--- src/rtl/vx_ram_pkg.sv ---
// Shared RAM definitions: clear-sequencer states, the lane-merge helper used for
// write-first forwarding, and a compile-time parameter check macro.
`ifndef STATIC_ASSERT
`define STATIC_ASSERT(label, cond, msg) \
  if (!(cond)) begin : label \
    $error(msg); \
  end
`endif

package vx_ram_pkg;

  typedef enum logic [1:0] {
    RAM_RESET = 2'd0,
    RAM_CLEAR = 2'd1,
    RAM_READY = 2'd2
  } ram_state_e;

  // Widest word the merge helper handles; one enable bit per data bit at most.
  localparam int RAM_MAX_DATAW = 512;

  // Replace the lanes of old_word selected by wren with the same lanes of new_word.
  // lane_w is the lane width in bits; it is a constant at every call site.
  function automatic logic [RAM_MAX_DATAW-1:0] merge(
    input logic [RAM_MAX_DATAW-1:0] old_word,
    input logic [RAM_MAX_DATAW-1:0] new_word,
    input logic [RAM_MAX_DATAW-1:0] wren,
    input int                       lane_w
  );
    logic [RAM_MAX_DATAW-1:0] res;
    res = old_word;
    for (int b = 0; b < RAM_MAX_DATAW; b++) begin
      if (wren[b / lane_w]) res[b] = new_word[b];
    end
    return res;
  endfunction

endpackage

--- src/rtl/vx_ram_clear_ctrl.sv ---
// Post-reset clear sequencer: walks every address once, emitting a write strobe
// and address, and holds busy until the last entry has been written.
module vx_ram_clear_ctrl
  import vx_ram_pkg::*;
#(
  parameter int SIZE  = 64,
  parameter int ADDRW = $clog2(SIZE)
) (
  input  logic             clk,
  input  logic             reset_n,
  output logic             busy,
  output logic             clr_en,
  output logic [ADDRW-1:0] clr_addr
);

  localparam logic [ADDRW-1:0] LAST_ADDR = ADDRW'(SIZE - 1);

  ram_state_e       state_q, state_d;
  logic [ADDRW-1:0] cnt_q, cnt_d;

  // State and counter registers; reset always restarts the clear from address 0
  always_ff @(posedge clk) begin
    if (!reset_n) begin
      state_q <= RAM_RESET;
      cnt_q   <= '0;
    end else begin
      state_q <= state_d;
      cnt_q   <= cnt_d;
    end
  end

  // Next-state: one entry cleared per cycle, leave CLEAR after the last one
  always_comb begin
    state_d = state_q;
    cnt_d   = cnt_q;
    case (state_q)
      RAM_RESET: begin
        state_d = RAM_CLEAR;
        cnt_d   = '0;
      end
      RAM_CLEAR: begin
        cnt_d = cnt_q + ADDRW'(1);
        if (cnt_q == LAST_ADDR) state_d = RAM_READY;
      end
      RAM_READY: state_d = RAM_READY;
      default:   state_d = RAM_RESET;
    endcase
  end

  // Outputs decoded from the current state only
  always_comb begin
    busy     = (state_q != RAM_READY);
    clr_en   = (state_q == RAM_CLEAR);
    clr_addr = cnt_q;
  end

endmodule

--- src/rtl/vx_mp_ram.sv ---
// Multi-read-port, single-write-port RAM with per-lane write enables, optional
// registered reads, write-first/read-first selection and a hardware clear after reset.
module vx_mp_ram
  import vx_ram_pkg::*;
#(
  parameter int               DATAW      = 32,
  parameter int               SIZE       = 64,
  parameter int               WRENW      = 1,
  parameter int               NUM_RPORTS = 2,
  parameter int               OUT_REG    = 0,
  parameter int               RW_BYPASS  = 1,
  parameter logic [DATAW-1:0] INIT_VALUE = '0,
  parameter int               ADDRW      = $clog2(SIZE)
) (
  input  logic                        clk,
  input  logic                        reset_n,
  output logic                        init_busy,
  input  logic [WRENW-1:0]            wren,
  input  logic [ADDRW-1:0]            waddr,
  input  logic [DATAW-1:0]            wdata,
  input  logic [NUM_RPORTS-1:0]       ren,
  input  logic [NUM_RPORTS*ADDRW-1:0] raddr,
  output logic [NUM_RPORTS*DATAW-1:0] rdata,
  output logic [NUM_RPORTS-1:0]       rvalid
);

  localparam int LW = DATAW / WRENW;

  `STATIC_ASSERT(chk_lanes, (DATAW % WRENW) == 0, "DATAW must be a multiple of WRENW")
  `STATIC_ASSERT(chk_size, SIZE >= 2, "SIZE must be at least 2")
  `STATIC_ASSERT(chk_ports, NUM_RPORTS >= 1, "NUM_RPORTS must be at least 1")
  `STATIC_ASSERT(chk_width, DATAW <= RAM_MAX_DATAW, "DATAW exceeds merge helper width")

  logic             clr_en;
  logic [ADDRW-1:0] clr_addr;

  vx_ram_clear_ctrl #(
    .SIZE  (SIZE),
    .ADDRW (ADDRW)
  ) u_clear (
    .clk      (clk),
    .reset_n  (reset_n),
    .busy     (init_busy),
    .clr_en   (clr_en),
    .clr_addr (clr_addr)
  );

  // User writes are dropped entirely while the clear sequence owns the RAM.
  logic [WRENW-1:0] user_wren;
  assign user_wren = init_busy ? '0 : wren;

  logic [WRENW-1:0] mem_wren;
  logic [ADDRW-1:0] mem_waddr;
  logic [DATAW-1:0] mem_wdata;

  // Write-port mux: clear sequencer writes all lanes, otherwise the user port
  always_comb begin
    mem_wren  = user_wren;
    mem_waddr = waddr;
    mem_wdata = wdata;
    if (clr_en) begin
      mem_wren  = '1;
      mem_waddr = clr_addr;
      mem_wdata = INIT_VALUE;
    end
  end

  logic [DATAW-1:0] mem_q [SIZE];

  // Storage write with independent lane enables
  always_ff @(posedge clk) begin
    for (int i = 0; i < WRENW; i++) begin
      if (mem_wren[i]) mem_q[mem_waddr][i*LW +: LW] <= mem_wdata[i*LW +: LW];
    end
  end

  for (genvar gi = 0; gi < NUM_RPORTS; gi++) begin : g_rport
    logic [ADDRW-1:0] ra;
    logic [DATAW-1:0] fwd_word;

    assign ra = raddr[gi*ADDRW +: ADDRW];
    // Write-first: lanes being written to this address this cycle show the new data.
    assign fwd_word = (RW_BYPASS != 0 && waddr == ra)
                    ? DATAW'(merge(RAM_MAX_DATAW'(mem_q[ra]), RAM_MAX_DATAW'(wdata),
                                   RAM_MAX_DATAW'(user_wren), LW))
                    : mem_q[ra];

    if (OUT_REG != 0) begin : g_reg
      logic [DATAW-1:0] rdata_q;
      logic             rvalid_q;

      // Registered read: capture on enable, otherwise hold data and drop valid
      always_ff @(posedge clk) begin
        if (!reset_n) begin
          rdata_q  <= INIT_VALUE;
          rvalid_q <= 1'b0;
        end else begin
          rvalid_q <= ren[gi] && !init_busy;
          if (ren[gi] && !init_busy) rdata_q <= fwd_word;
        end
      end

      assign rdata[gi*DATAW +: DATAW] = rdata_q;
      assign rvalid[gi]               = rvalid_q;
    end else begin : g_comb
      logic [DATAW-1:0] rdata_d;
      logic             unused_ren;

      // Combinational read straight from the array (plus forwarding)
      always_comb begin
        rdata_d = fwd_word;
      end

      assign unused_ren               = ren[gi];
      assign rdata[gi*DATAW +: DATAW] = rdata_d;
      assign rvalid[gi]               = !init_busy;
    end
  end

endmodule

--- config.mk ---
export PLATFORM = sky130hd
export DESIGN_NAME = vx_mp_ram
export DESIGN_NICKNAME = d
export VERILOG_FILES = /design/src/rtl/vx_ram_pkg.sv /design/src/rtl/vx_ram_clear_ctrl.sv /design/src/rtl/vx_mp_ram.sv
export SDC_FILE = /design/constraint.sdc
export NUM_CORES = 2
export LEC_CHECK = 0
export CORE_ASPECT_RATIO = 2
export CORE_UTILIZATION = 57
export DETAILED_ROUTE_END_ITERATION = 7
export PLACE_DENSITY = 0.76
export SETUP_SLACK_MARGIN = 0.3
export SLEW_MARGIN = 20
export SYNTH_ARGS = -nofsm -noshare
export SYNTH_HDL_FRONTEND = slang
export SYNTH_SLANG_ARGS = --single-unit
--- constraint.sdc ---
create_clock -name clk -period 3.2 [get_ports clk]
set_input_delay 0.64 -clock clk [delete_from_list [all_inputs] [get_ports clk]]
set_output_delay 0.64 -clock clk [all_outputs]
set_load 0.02 [all_outputs]
; ---- After elaboration in Yosys (flattened, before gate mapping)
; Memories as Yosys holds them, arrays and structs flattened.
; Index checks and enable logic that the tools add are counted.
[word_totals]
mem_count = 1
in_bits = 55
reg_bits = 8
ram_bits = 2048
[mem_list]
columns = memory, depth, word_bits, rd, rd_clocked_by_memory_dff, wr, line
row1 = mem_q, 64, 32, 2, 0, 1, vx_mp_ram.sv:68  ; logic [DATAW-1:0] mem_q [SIZE];
[op_classes]
mux = 75
add_sub_neg = 1
n_eq_ne = 7
reduce_logical = 3
[ops]
columns = op, count
row1 = 2-to-1 mux 32 bit, 3
row2 = 2-to-1 mux 1 bit, 68
row3 = equality test 6 bit, 2
row4 = case mux 6 bit (2 select lines), 1
row5 = "adder 6 x 1 -> 6 bit, second input constant", 1
row6 = "equality test 6 bit, second input constant", 1
row7 = 2-to-1 mux 6 bit, 1
row8 = case mux 2 bit (3 select lines), 1
row9 = "equality test 2 x 1 -> 1 bit, second input constant", 1
row10 = "equality test 2 bit, second input constant", 1
row11 = logical NOT 2 bit, 1
row12 = 2-to-1 mux 2 bit, 1
row13 = "!= test 2 x 1 -> 1 bit, second input constant", 1
row14 = "!= test 2 bit, second input constant", 1
row15 = nonzero test 2 bit, 1
row16 = logical NOT 1 bit, 1

; ---- Longest topological paths before layout
[depth]
depth_word = 5
mapped_depth = 11
mapped_depth_nobuf = 8

; ---- By module
; Synthesis repeated with hierarchy kept, for this count alone.
[hier_totals]
cells_unflattened = 4752
hier_area_um2 = 95705.5
[modules_own_cells]
columns = mod, cells_each, n_inst, area_per_inst_um2, seq_area_each_um2
row1 = vx_mp_ram, 4700, 1, 95251.4, 61499.0
row2 = vx_ram_clear_ctrl, 52, 1, 454.2, 160.2

; ---- Least setup slack after synthesis
; OpenSTA, ideal clock, no wires.
[synth_timing]
path_type = reg2reg
startpoint = register u_clear.state_q[1]
endpoint = memory mem_q[34][0], enable pin
setup_slack_ps = -156
synth_period_minus_slack_ps = 3356
arrival_time_ps = 2934
path_stages_with_launch = 8
t_required_ps = 2779
cell_sequence = dfxtp_1 inv_1 ha_1 clkbuf_1 clkbuf_1 mux2i_1 nand2_1 nor2_1
[synth_via]
elab_chain_cells = 5
[synth_rtl]
columns = item, line
row1 = "start, declared", vx_ram_clear_ctrl.sv:18  ; ram_state_e state_q, state_d;
row2 = "start signal, assigned", vx_ram_clear_ctrl.sv:27  ; state_q <= state_d;
row3 = != test 2 bit, vx_ram_clear_ctrl.sv:52  ; busy = (state_q != RAM_READY);
row4 = 2-to-1 mux 1 bit, vx_mp_ram.sv:50  ; assign user_wren = init_busy ? '0 : wren;
row5 = 2-to-1 mux 1 bit, vx_mp_ram.sv:61  ; if (clr_en) begin
row6 = 2-to-1 mux 1 bit, vx_mp_ram.sv:73  ; if (mem_wren[i]) mem_q[mem_waddr][i*LW +: LW] <= mem_wdata[i*LW +: LW];
row7 = 2-to-1 mux 1 bit (implied by the code), vx_mp_ram.sv:73
row8 = "end, declared", vx_mp_ram.sv:68
; Parallel ways exist; a longest one is shown, timed or not.

==> out/metrics.yaml <==
critical_path:
  worstSetupStartpointType: "flip-flop"
  worstPathArrival_ns: 3.37
  setup.worst_path.class: "reg -> out"
  crit_fanout: 2
  rr_startpoint: "u_clear.state_q[1]"
  rrSetupSlack_ns: 0.60
  r2r_cells: 8
  endpoint_kind: "output pin"
  rr_endpoint: "mem_q[55][2]"
  required_ns: 2.56
yosys:
  yosys_warnings: 0
  synth_compound_area_share_pct: 5.66
  synth_nets: 5072
  synthMuxAreaShare_pct: 24.7
  async_flop_share_pct: 0
  synth-seq-cells: 2056
  netlist_instances: 5013
  synthAdderAreaFrac_pct: 0.0525
  yosys.area.top_type: "edfxtp_1"
  synth_top_family_by_area: "multiplexers"
  synth_top_flop_cell: "edfxtp_1"
  synth.area.top_cells: "edfxtp_1 (64%), mux4_2 (21%), mux2i_1 (3.4%)"
  synthesis.area_um2: 95400
  synth_area_per_cell_um2: 19.0
  synth-simple-area-share_pct: 2.52
  synth_cell_types: 62
  seq_area_frac_synth_pct: 64.6
  synthXorXnorAreaFrac_pct: 0.110
  synth-edff-count: 2048
  synth.top_cell.area_share_pct: 64.5
drt:
  dr.pass1.iters: 8
  drc: 3
  routed_via_density: 8.08
  drtIter0Drc: 12100
  ant_nets: 0
  vias: 67600
  routedWlPerCell_um: 46.9
  wirelength_um: 393000
clocking:
  cts.htree.levels: 4
  clockBufferDepth: 4
  tritoncts: "done"
  hold_buffers: 0
  root_buffer: "clkbuf_16"
  clkSinkCount: 2056
  path_clk_slew_ns: 0.07
  clk_latency_ns: 0.93
  cts_buffers: 176
timing:
  layout_min_cycle_time_ns: 4.01
  fmax_ghz: 0.249
  whs_ns: 0.479
  rsz0062_at_grt: "true"
  tightest_slew_ns: 0.849
  fin_crit_sh_pct: 125
  hold_viol_final: 0
  fin_tns_setup_ns: -30.95
  slew_headroom_pct: 43.3
  setup_viol: 64
  clock_skew_ns: 0.0406
  setup_slack_ns: -0.814
  slew_violations: 0
floorplanning:
  io_pins: 122
  fp.coreArea_um2: 166000
  num_rows: 212
  dieWidth_um: 291
  die_h_um: 581
  fp.dieArea_um2: 169000
  initial_core_util_pct: 57.4
worst_hold_path:
  hold_depth: 2
  hp-start: "reset_n"
  hp-class: "in -> reg"
  hold_end: "u_clear.clr_addr[4]"
cells_and_area:
  seq_area_um2: 61700
  fin_area_um2: 121000
  drive_gt1_share_pct: 47.0
  multi_input_area_um2: 35100
  layout.nets: 6149
  final_cells: 8374
  area_delta_synth_final_pct: 26.4
  fillCellCount: 8926
power_and_ir_drop:
  power.density_nw_per_um2: 555
  p_comb_share_pct: 18.3
  p_leak_nw: 40.4
  peakVddDrop_v: 0.000758
  netSwitchingFraction_pct: 27.4
  netSwitchingPower_mw: 18.3
  clkPwrFrac_pct: 33.1
  power_frac_seq_pct: 48.6
  internal_power_mw: 48.5
global_routing:
  grt_max_degree: 65
  antenna_found_initial: 21
  grt_pass1_wl_um: 524000
  grt_use_total_pct: 45.8
  grt_overflow: 0
  grt_pass1_vias: 67200
run_status:
  failed_checks: "DRC, setup timing"
  status: "complete, but fails checks"
placed_design:
  post_dp_cell_area_um2: 108000
  place_inst: 7805
  gp_congestion: 1.07
  dp_slack_ns: -1.66
  port_buffers: 119
  dpl.hpwl_um: 245000
run:
  maxCapViolations: 0
==> worst max-delay path by stage <==
stage                       start            to  slack (ns)
2_1_floorplan  u_clear.state_q[1]  mem_q[34][0]       -0.16
3_3_place_gp             raddr[3]     rdata[28]       -1.71
3_5_place_dp             raddr[3]     rdata[12]       -1.66
4_1_cts              mem_q[55][5]      rdata[5]       -0.56
5_1_grt             mem_q[21][14]     rdata[46]       -0.81
6_report            mem_q[21][14]     rdata[46]       -0.81
==> layer usage <==
| layer | share of wire [%] | up-vias | routed length [um] | track usage [%] |
|---|---|---|---|---|
| met1 | 26 | 33300 | 104000 | 49.5 |
| li1 | - | 23900 | - | - |
| met4 | 13 | 8 | 52100 | 45.5 |
| met5 | 0.017 | - | 68 | 0 |
| met2 | 45 | 7759 | 177000 | 69.9 |
| met3 | 15 | 2718 | 59800 | 14.9 |
==> flip-flops by register name, summed over array words and instances, names as in the netlist <==
| signal | count |
|---|---|
| u_clear.state_q | 2 |
| mem_q | 2048 |
| u_clear.clr_addr | 6 |
==> Yosys cell counts, drive strengths merged, types with 5 or more instances <==
cell	instances
edfxtp	2048
nor2b	56
xnor2	5
inv	11
mux2	27
nand4	7
a221oi	27
nor3	24
dfxtp	8
a32o	9
clkbuf	120
nor2	126
o221ai	36
a32oi	8
mux4	888
a21o	7
o21ai	70
o32ai	5
a31oi	8
o22ai	199
nand2b	18
a22o	39
a211oi	64
a22oi	176
o211ai	12
xor2	7
nand3	76
nor4	20
a21oi	99
nand2	139
and2	18
o31ai	6
or2	6
mux2i	324
buf	280
==> layout make-up <==
cell class | instances | share of cell area, %
sequential | 2056 | 51.2
multi-input combinational | 2545 | 29.1
clock buffer | 204 | 3.76
antenna | 16 | 0.0332
clock inverter | 102 | 0.894
tap | 2140 | 2.22
inverter | 12 | 0.0405
timing repair buffer | 1299 | 12.8
==> layout by cell type, fill, tap and decap left out, types with 23 or more instances in the layout <==
cell / n
clkbuf_1: 27
mux4_2: 885
clkdlybuf4s50_1: 39
o21ai_2: 23
a21oi_2: 24
buf_12: 253
o22ai_1: 147
clkinv_1: 29
a22oi_2: 49
nor2_4: 73
a22oi_1: 127
a211oi_1: 37
buf_6: 192
buf_16: 52
nor2_1: 44
a211oi_2: 26
mux2i_1: 314
nor2b_4: 42
o221ai_1: 28
nand2_1: 104
buf_8: 47
buf_4: 694
a21oi_1: 68
clkinv_2: 31
edfxtp_1: 2048
o22ai_2: 35
a22o_1: 36
clkbuf_16: 182
nand3_1: 54
o21ai_0: 24
==> cell families after synthesis <==
group | Yosys count
compound gates | 783
xor+xnor | 12
fa+ha+maj | 4
buf+inv | 412
flops | 2056
mux | 1239
simple gates | 507
==> power by group through the flow <==
| stage | sequential, mW | clock [mW] | combinational [mW] |
|---|---|---|---|
| floorplan | 33.1 | 0 | 4.81 |
| global placement | 33.0 | 0 | 9.98 |
| detailed placement | 33.0 | 0 | 10.2 |
| CTS | 32.5 | 21.8 | 11.2 |
| global route | 32.5 | 22.7 | 12.2 |
| finish | 32.5 | 22.1 | 12.3 |
==> stage by stage <==
stage,power [mW],utilization [%]
final,66.8,72.5
after global routing,67.5,72.4
after CTS,65.5,71.5
after detailed placement,43.3,64.7
after global placement,43.0,64.7
after floorplan,37.9,-
==> worst max-delay path: stages (launching register included) <==
cell	delay (ns)
edfxtp_1	0.51
mux4_2	0.70
a22oi_2	0.23
nand2_1	0.12
a221oi_2	0.31
buf_4	0.17
o31ai_4	0.10
buf_6	0.16
buf_6	0.13
==> what timing repair did <==
action	CTS	global route
setup endpoints to repair	64	71
pin swaps	147	81
resized for setup	937	216
buffers inserted	155	58
gates cloned	28	5
No activity file was read; power rests on OpenSTA's default activity.
